$ cat src/rtl/retire_trace_buffer.sv
// Purpose: compacts up to IssueWidth retire records per cycle into program order and queues them for a trace consumer.
// Latency: a record pushed in cycle t is visible at the head (first-word-fall-through) in t+1.
// Backpressure: stall_o is raised when fewer than IssueWidth entries are free; a group that does not fit is dropped whole and overflow_o sticks.
//
// Ports:
//   clk_i, rstn_i           clock, synchronous active-low reset
//   update_i / *_i lanes    per-lane retire valid and record fields, lane 0 oldest
//   trace_valid_o/ready_i   head-record handshake; trace_*_o carry the head record
//   stall_o, overflow_o     retire hold request, sticky drop indication
//   count_o                 occupied entries
//   instret_o               accepted-record counter, present only with RETIRE_TRACE_CNT_EN defined
module retire_trace_buffer #(
    parameter int XLEN       = 32,
    parameter int IssueWidth = 2,
    parameter int Depth      = 16
) (
    input  logic                                  clk_i,
    input  logic                                  rstn_i,
    input  logic [IssueWidth-1:0]                 update_i,
    input  logic [IssueWidth-1:0][XLEN-1:0]       pc_i,
    input  logic [IssueWidth-1:0][XLEN-1:0]       instr_i,
    input  logic [IssueWidth-1:0][4:0]            reg_addr_i,
    input  logic [IssueWidth-1:0][XLEN-1:0]       reg_data_i,
    input  logic [IssueWidth-1:0][XLEN-1:0]       mem_addr_i,
    input  logic [IssueWidth-1:0][XLEN-1:0]       mem_data_i,
    input  logic [IssueWidth-1:0]                 mem_wrt_i,
    output logic                                  trace_valid_o,
    input  logic                                  trace_ready_i,
    output logic [XLEN-1:0]                       trace_pc_o,
    output logic [XLEN-1:0]                       trace_instr_o,
    output logic [4:0]                            trace_reg_addr_o,
    output logic [XLEN-1:0]                       trace_reg_data_o,
    output logic [XLEN-1:0]                       trace_mem_addr_o,
    output logic [XLEN-1:0]                       trace_mem_data_o,
    output logic                                  trace_mem_wrt_o,
    output logic                                  stall_o,
    output logic                                  overflow_o,
`ifdef RETIRE_TRACE_CNT_EN
    output logic [63:0]                           instret_o,
`endif
    output logic [$clog2(Depth+1)-1:0]            count_o
);

    localparam int PW = $clog2(Depth);
    localparam int CW = $clog2(Depth+1);
    localparam logic [CW-1:0] DEPTH_C   = CW'(Depth);
    localparam logic [CW-1:0] STALL_TH  = CW'(Depth - IssueWidth);

    typedef struct packed {
        logic [XLEN-1:0] pc;
        logic [XLEN-1:0] instr;
        logic [4:0]      reg_addr;
        logic [XLEN-1:0] reg_data;
        logic [XLEN-1:0] mem_addr;
        logic [XLEN-1:0] mem_data;
        logic            mem_wrt;
    } rec_t;

    rec_t            mem_q [Depth];
    rec_t            lane_rec [IssueWidth];
    logic [PW-1:0]   lane_off [IssueWidth];
    logic [PW-1:0]   wr_ptr_q;
    logic [PW-1:0]   rd_ptr_q;
    logic [CW-1:0]   count_q;
    logic [CW-1:0]   npush;
    logic [CW-1:0]   free;
    logic            push_ok;
    logic            pop;
    rec_t            head;

    // Each valid lane's slot offset is the number of valid lanes below it,
    // which packs the group densely in lane (program) order.
    always_comb begin
        npush = '0;
        for (int l = 0; l < IssueWidth; l++) begin
            lane_off[l] = npush[PW-1:0];
            npush       = npush + CW'(update_i[l]);
            lane_rec[l] = '{pc: pc_i[l], instr: instr_i[l], reg_addr: reg_addr_i[l],
                            reg_data: reg_data_i[l], mem_addr: mem_addr_i[l],
                            mem_data: mem_data_i[l], mem_wrt: mem_wrt_i[l]};
        end
    end

    // Free space uses the registered count only: a pop in the same cycle is
    // not credited, which keeps stall_o and the accept decision input-free.
    assign free          = DEPTH_C - count_q;
    assign push_ok       = (npush <= free);
    assign trace_valid_o = (count_q != '0);
    assign pop           = trace_valid_o && trace_ready_i;
    assign stall_o       = (count_q > STALL_TH);
    assign count_o       = count_q;

    always_ff @(posedge clk_i) begin
        if (!rstn_i) begin
            wr_ptr_q   <= '0;
            rd_ptr_q   <= '0;
            count_q    <= '0;
            overflow_o <= 1'b0;
        end else begin
            if (push_ok) begin
                wr_ptr_q <= wr_ptr_q + npush[PW-1:0];
            end else begin
                overflow_o <= 1'b1;
            end
            if (pop) begin
                rd_ptr_q <= rd_ptr_q + 1'b1;
            end
            count_q <= count_q + (push_ok ? npush : '0) - CW'(pop);
        end
    end

    // Entry storage is never cleared; writes are simply suppressed in reset.
    always_ff @(posedge clk_i) begin
        if (rstn_i && push_ok) begin
            for (int l = 0; l < IssueWidth; l++) begin
                if (update_i[l]) begin
                    mem_q[wr_ptr_q + lane_off[l]] <= lane_rec[l];
                end
            end
        end
    end

`ifdef RETIRE_TRACE_CNT_EN
    always_ff @(posedge clk_i) begin
        if (!rstn_i) begin
            instret_o <= '0;
        end else if (push_ok) begin
            instret_o <= instret_o + 64'(npush);
        end
    end
`endif

    assign head             = mem_q[rd_ptr_q];
    assign trace_pc_o       = head.pc;
    assign trace_instr_o    = head.instr;
    assign trace_reg_addr_o = head.reg_addr;
    assign trace_reg_data_o = head.reg_data;
    assign trace_mem_addr_o = head.mem_addr;
    assign trace_mem_data_o = head.mem_data;
    assign trace_mem_wrt_o  = head.mem_wrt;

endmodule
$ cat config.mk
export PLATFORM = sky130hd
export DESIGN_NAME = retire_trace_buffer
export DESIGN_NICKNAME = d
export VERILOG_FILES = /design/src/rtl/retire_trace_buffer.sv
export SDC_FILE = /design/constraint.sdc
export NUM_CORES = 2
export LEC_CHECK = 0
export CAP_MARGIN = 20
export CORE_ASPECT_RATIO = 1.25
export CORE_MARGIN = 2
export CORE_UTILIZATION = 45
export DETAILED_ROUTE_END_ITERATION = 8
export GPL_TIMING_DRIVEN = 1
export REMOVE_ABC_BUFFERS = 1
export SETUP_SLACK_MARGIN = 0.5
export SYNTH_ARGS = -nofsm -noshare
export SYNTH_HDL_FRONTEND = slang
export SYNTH_SLANG_ARGS = --single-unit
$ cat constraint.sdc
create_clock -name clk_i -period 30.7 [get_ports clk_i]
set_input_delay 4.605 -clock clk_i [delete_from_list [all_inputs] [get_ports clk_i]]
set_output_delay 4.605 -clock clk_i [all_outputs]
set_load 0.02 [all_outputs]
==> metrics.md <==
| Metric | Value |
|---|---|
| Status | complete, no violations |
| Critical Path Sink Type | output port |
| Share of the synthesized area in the top cell type | 0.609 |
| Top cells by area, synth | edfxtp_1 (61%), o2bb2ai_1 (17%), mux4_2 (13%) |
| Slew Viols, Final | 0 |
| Die area | a little under 300000 µm² |
| Hold path depth | 1 |
| CP most frequent cell | buf_4 |
| # IOs | 511 |
| Commonest non-fill, non-tap cell in the layout | edfxtp_1 |
| WP buf/inv | 4 |
| Starting Density | 0.452 |
| Clock slew at reported path FFs | 0.06 ns |
| DR WL/cell | just under 40 µm |
| Slew margin rel. | 0.155 |
| Cells along the critical path | buf_4 -> buf_4 -> buf_4 -> mux4_2 -> nor2b_1 -> a211oi_1 -> a21oi_1 -> clkdlybuf4s50_1 |
| Seq/Total Area, Yosys | 0.612 |
| Initial antenna violation count | 85 |
| Vias | 89600 |
| Hold_buf cts | 0 |
| Die height | 607 µm |
| Asr flop ratio synth | 0 |
| Worst skew pair latency | 0.88 ns |
| 1st-iter DRT viols | approximately 14000 |
| Max cap viols | 0 |
| Die X-Extent | 487 µm |
| Clock tree from TritonCTS | yes |
| Synthesis-to-finish area growth | 12.3% |
| Cell variety after synth | 45 |
| FF+latch count, synth | 2674 |
| Worst-Margin Slew | 1.27 ns |
| Top_reg_cell synth | edfxtp_1 |
| Pre-Repair DR Iteration Count | 7 |
| CP Class | reg -> out |
| Synth area leader | edfxtp_1 |
| Unrepaired setup endpoints after global routing | no |
| PD cells | between 70 and 80 nW/µm² |
| CP required | 26.10 ns |
| Min-delay worst type | reg -> reg |
| GRT Overall Usage | 0.325 |
| Syn_area_per_cell | 15.4 µm² |
| Sequential Power Share | 0.393 |
| Cts bufs inserted | 286 |
| Clk buf depth | 4 |
| Net Sw Frac | 0.328 |
| ANT nets after route | 0 |
| Site row count | 221 |
| Comb power frac | 0.302 |
| Routability cong. | between 0.8 and 0.9 |
| Drt total wl | approximately 490 mm |
| Share of power burned in the clock network | 0.304 |
| Skew final | roughly 0.036 ns |
| Crit path largest cell delay | 1.00 ns |
| Sink Count | ~2700 |
| Largest net degree at the start of global routing | 181 |
| Grt ovf | 0 |
| Post-route cell area | approximately 150000 µm² |
| First-pass GRT wire length | just under 700 mm |
| R2R depth | 12 |
| Post-synth EDFFs | 2656 |
| Synth Cell Area | between 100000 and 150000 µm² |
| Cts repair resizes | 0 |
| # port buffers | a little over 500 |
| Root Driver | clkbuf_16 |
| # DRC | 0 |
| Worst vdd ir | 0.113 mV |
| Core Footprint | 290000 µm² |
| Crit-path slowest cell | dfxtp_4 |
| Psw | roughly 3.7 mW |
| CP top delay family | buffers and inverters |
| Type of origin of the critical path | register |
| Vias per cell | 7.26 |
| Most frequent cells in the layout | edfxtp_1 (2656), o2bb2ai_1 (2490), nand2_1 (848), mux4_2 (774), clkdlybuf4s50_1 (510) |
| Yosys warning count | 0 |
| Nets | 8658 |
| Internal Power | 7.54 mW |
| Max FO, Critical Path | 43 |
| FMAX | approximately 0.09 GHz |
| Placed cell area | about 140000 µm² |
| Final setup violation count | 0 |
| Layout cells sized above 1 | 0.163 |
| Hpwl dp | 241 mm |
| Leak | 43.4 nW |
| Setup TNS | 0 ns |
| Cells after Synth | 8519 |
| H-Tree Level Count | 5 |
| Final hold vios | 0 |
| Final Cycle Share | 0.361 |
| Final critical-path required period | about 11 ns |
| # Post-CTS Setup Buffers | 0 |
| Vias in the first global route | 90600 |
| CP arrival | 6.49 ns |
| Crit path depth | 8 |
flip-flops by register name, indices dropped and copies added (netlist names), named ones only:
| signal | cells |
|---|---|
| mem_q | 2656 |
| wr_ptr_q | 4 |
| overflow_o | 1 |
| count_o | 5 |
| rd_ptr_q | 4 |
kinds of logic after synthesis:
group / Yosys count / synth area share
and+or+nand+nor: 968 / 0.0298
muxes: 832 / 0.138
buffers and inverters: 1209 / 0.0381
adders and majority gates: 22 / 0.00222
xor gates and xnor gates: 6 / 0.000401
DFF: 2674 / 0.612
AOI/OAI and AO/OA: 2808 / 0.180
final timing paths:
check	start	to	slack, ns
max	register	trace_pc_o[21]	19.60
min	overflow_o	overflow_o	0.53
max reg2reg	count_o[0]	mem_q[13][47]	24.42
min reg2reg	overflow_o	overflow_o	0.53
cell type report:
type	instances	area [µm²]
diodes	45	113
clock buffers	352	7680
clock inverters	140	1180
fillers	23800	143000
inverters	13	48.8
multi-input cells	4636	46200
flip-flops and latches	2674	80100
well taps	3791	4740
repair buffers	688	6960
per-stage QoR:
stage	hold slack (ns)	util	instances	power [mW]	setup WS [ns]
after global routing	0.549	0.507	12300	11.5	19.17
after floorplan	0.507	-	7323	7.79	-4.49
after global placement	0.524	0.476	11800	7.83	19.76
final	0.530	0.508	12300	11.2	19.60
after CTS	0.529	0.507	12300	11.2	19.34
after detailed placement	0.511	0.477	11800	7.86	19.88
worst register-to-register path: stages (launching register included):
cell	delay, ns
dfxtp_1	0.47
inv_1	0.11
ha_1	0.29
inv_1	0.05
ha_1	0.29
nor2b_1	0.15
o221a_2	0.32
a22oi_2	0.46
nand2_4	0.74
o21ai_4	0.49
buf_4	0.74
buf_4	0.86
buf_4	0.86
routing by layer:
metal,part of all wire,track usage
met1,0.37,0.434
met2,0.47,0.515
met3,0.12,0.0719
met4,0.043,0.138
met5,0.0011,0
cell usage after synthesis (6+ instances only):
| master | number |
|---|---|
| inv_1 | 13 |
| a211oi_1 | 56 |
| or3_1 | 6 |
| o2bb2ai_1 | 2490 |
| and2_1 | 10 |
| mux2i_1 | 58 |
| ha_1 | 20 |
| buf_2 | 344 |
| buf_1 | 130 |
| o21ai_0 | 186 |
| mux4_2 | 774 |
| clkbuf_1 | 718 |
| edfxtp_1 | 2656 |
| nor2b_1 | 61 |
| nand2_1 | 862 |
| nor2_1 | 8 |
| a21oi_1 | 59 |
| dfxtp_1 | 18 |
power by group through the flow:
stage | registers, mW | clock network [mW] | logic, mW
finish | 4.42 | 3.42 | 3.39
global route | 4.44 | 3.56 | 3.54
CTS | 4.42 | 3.43 | 3.37
detailed placement | 4.50 | 0 | 3.37
global placement | 4.49 | 0 | 3.34
floorplan | 4.82 | 0 | 2.97
No activity file was read; power rests on OpenSTA's default activity.
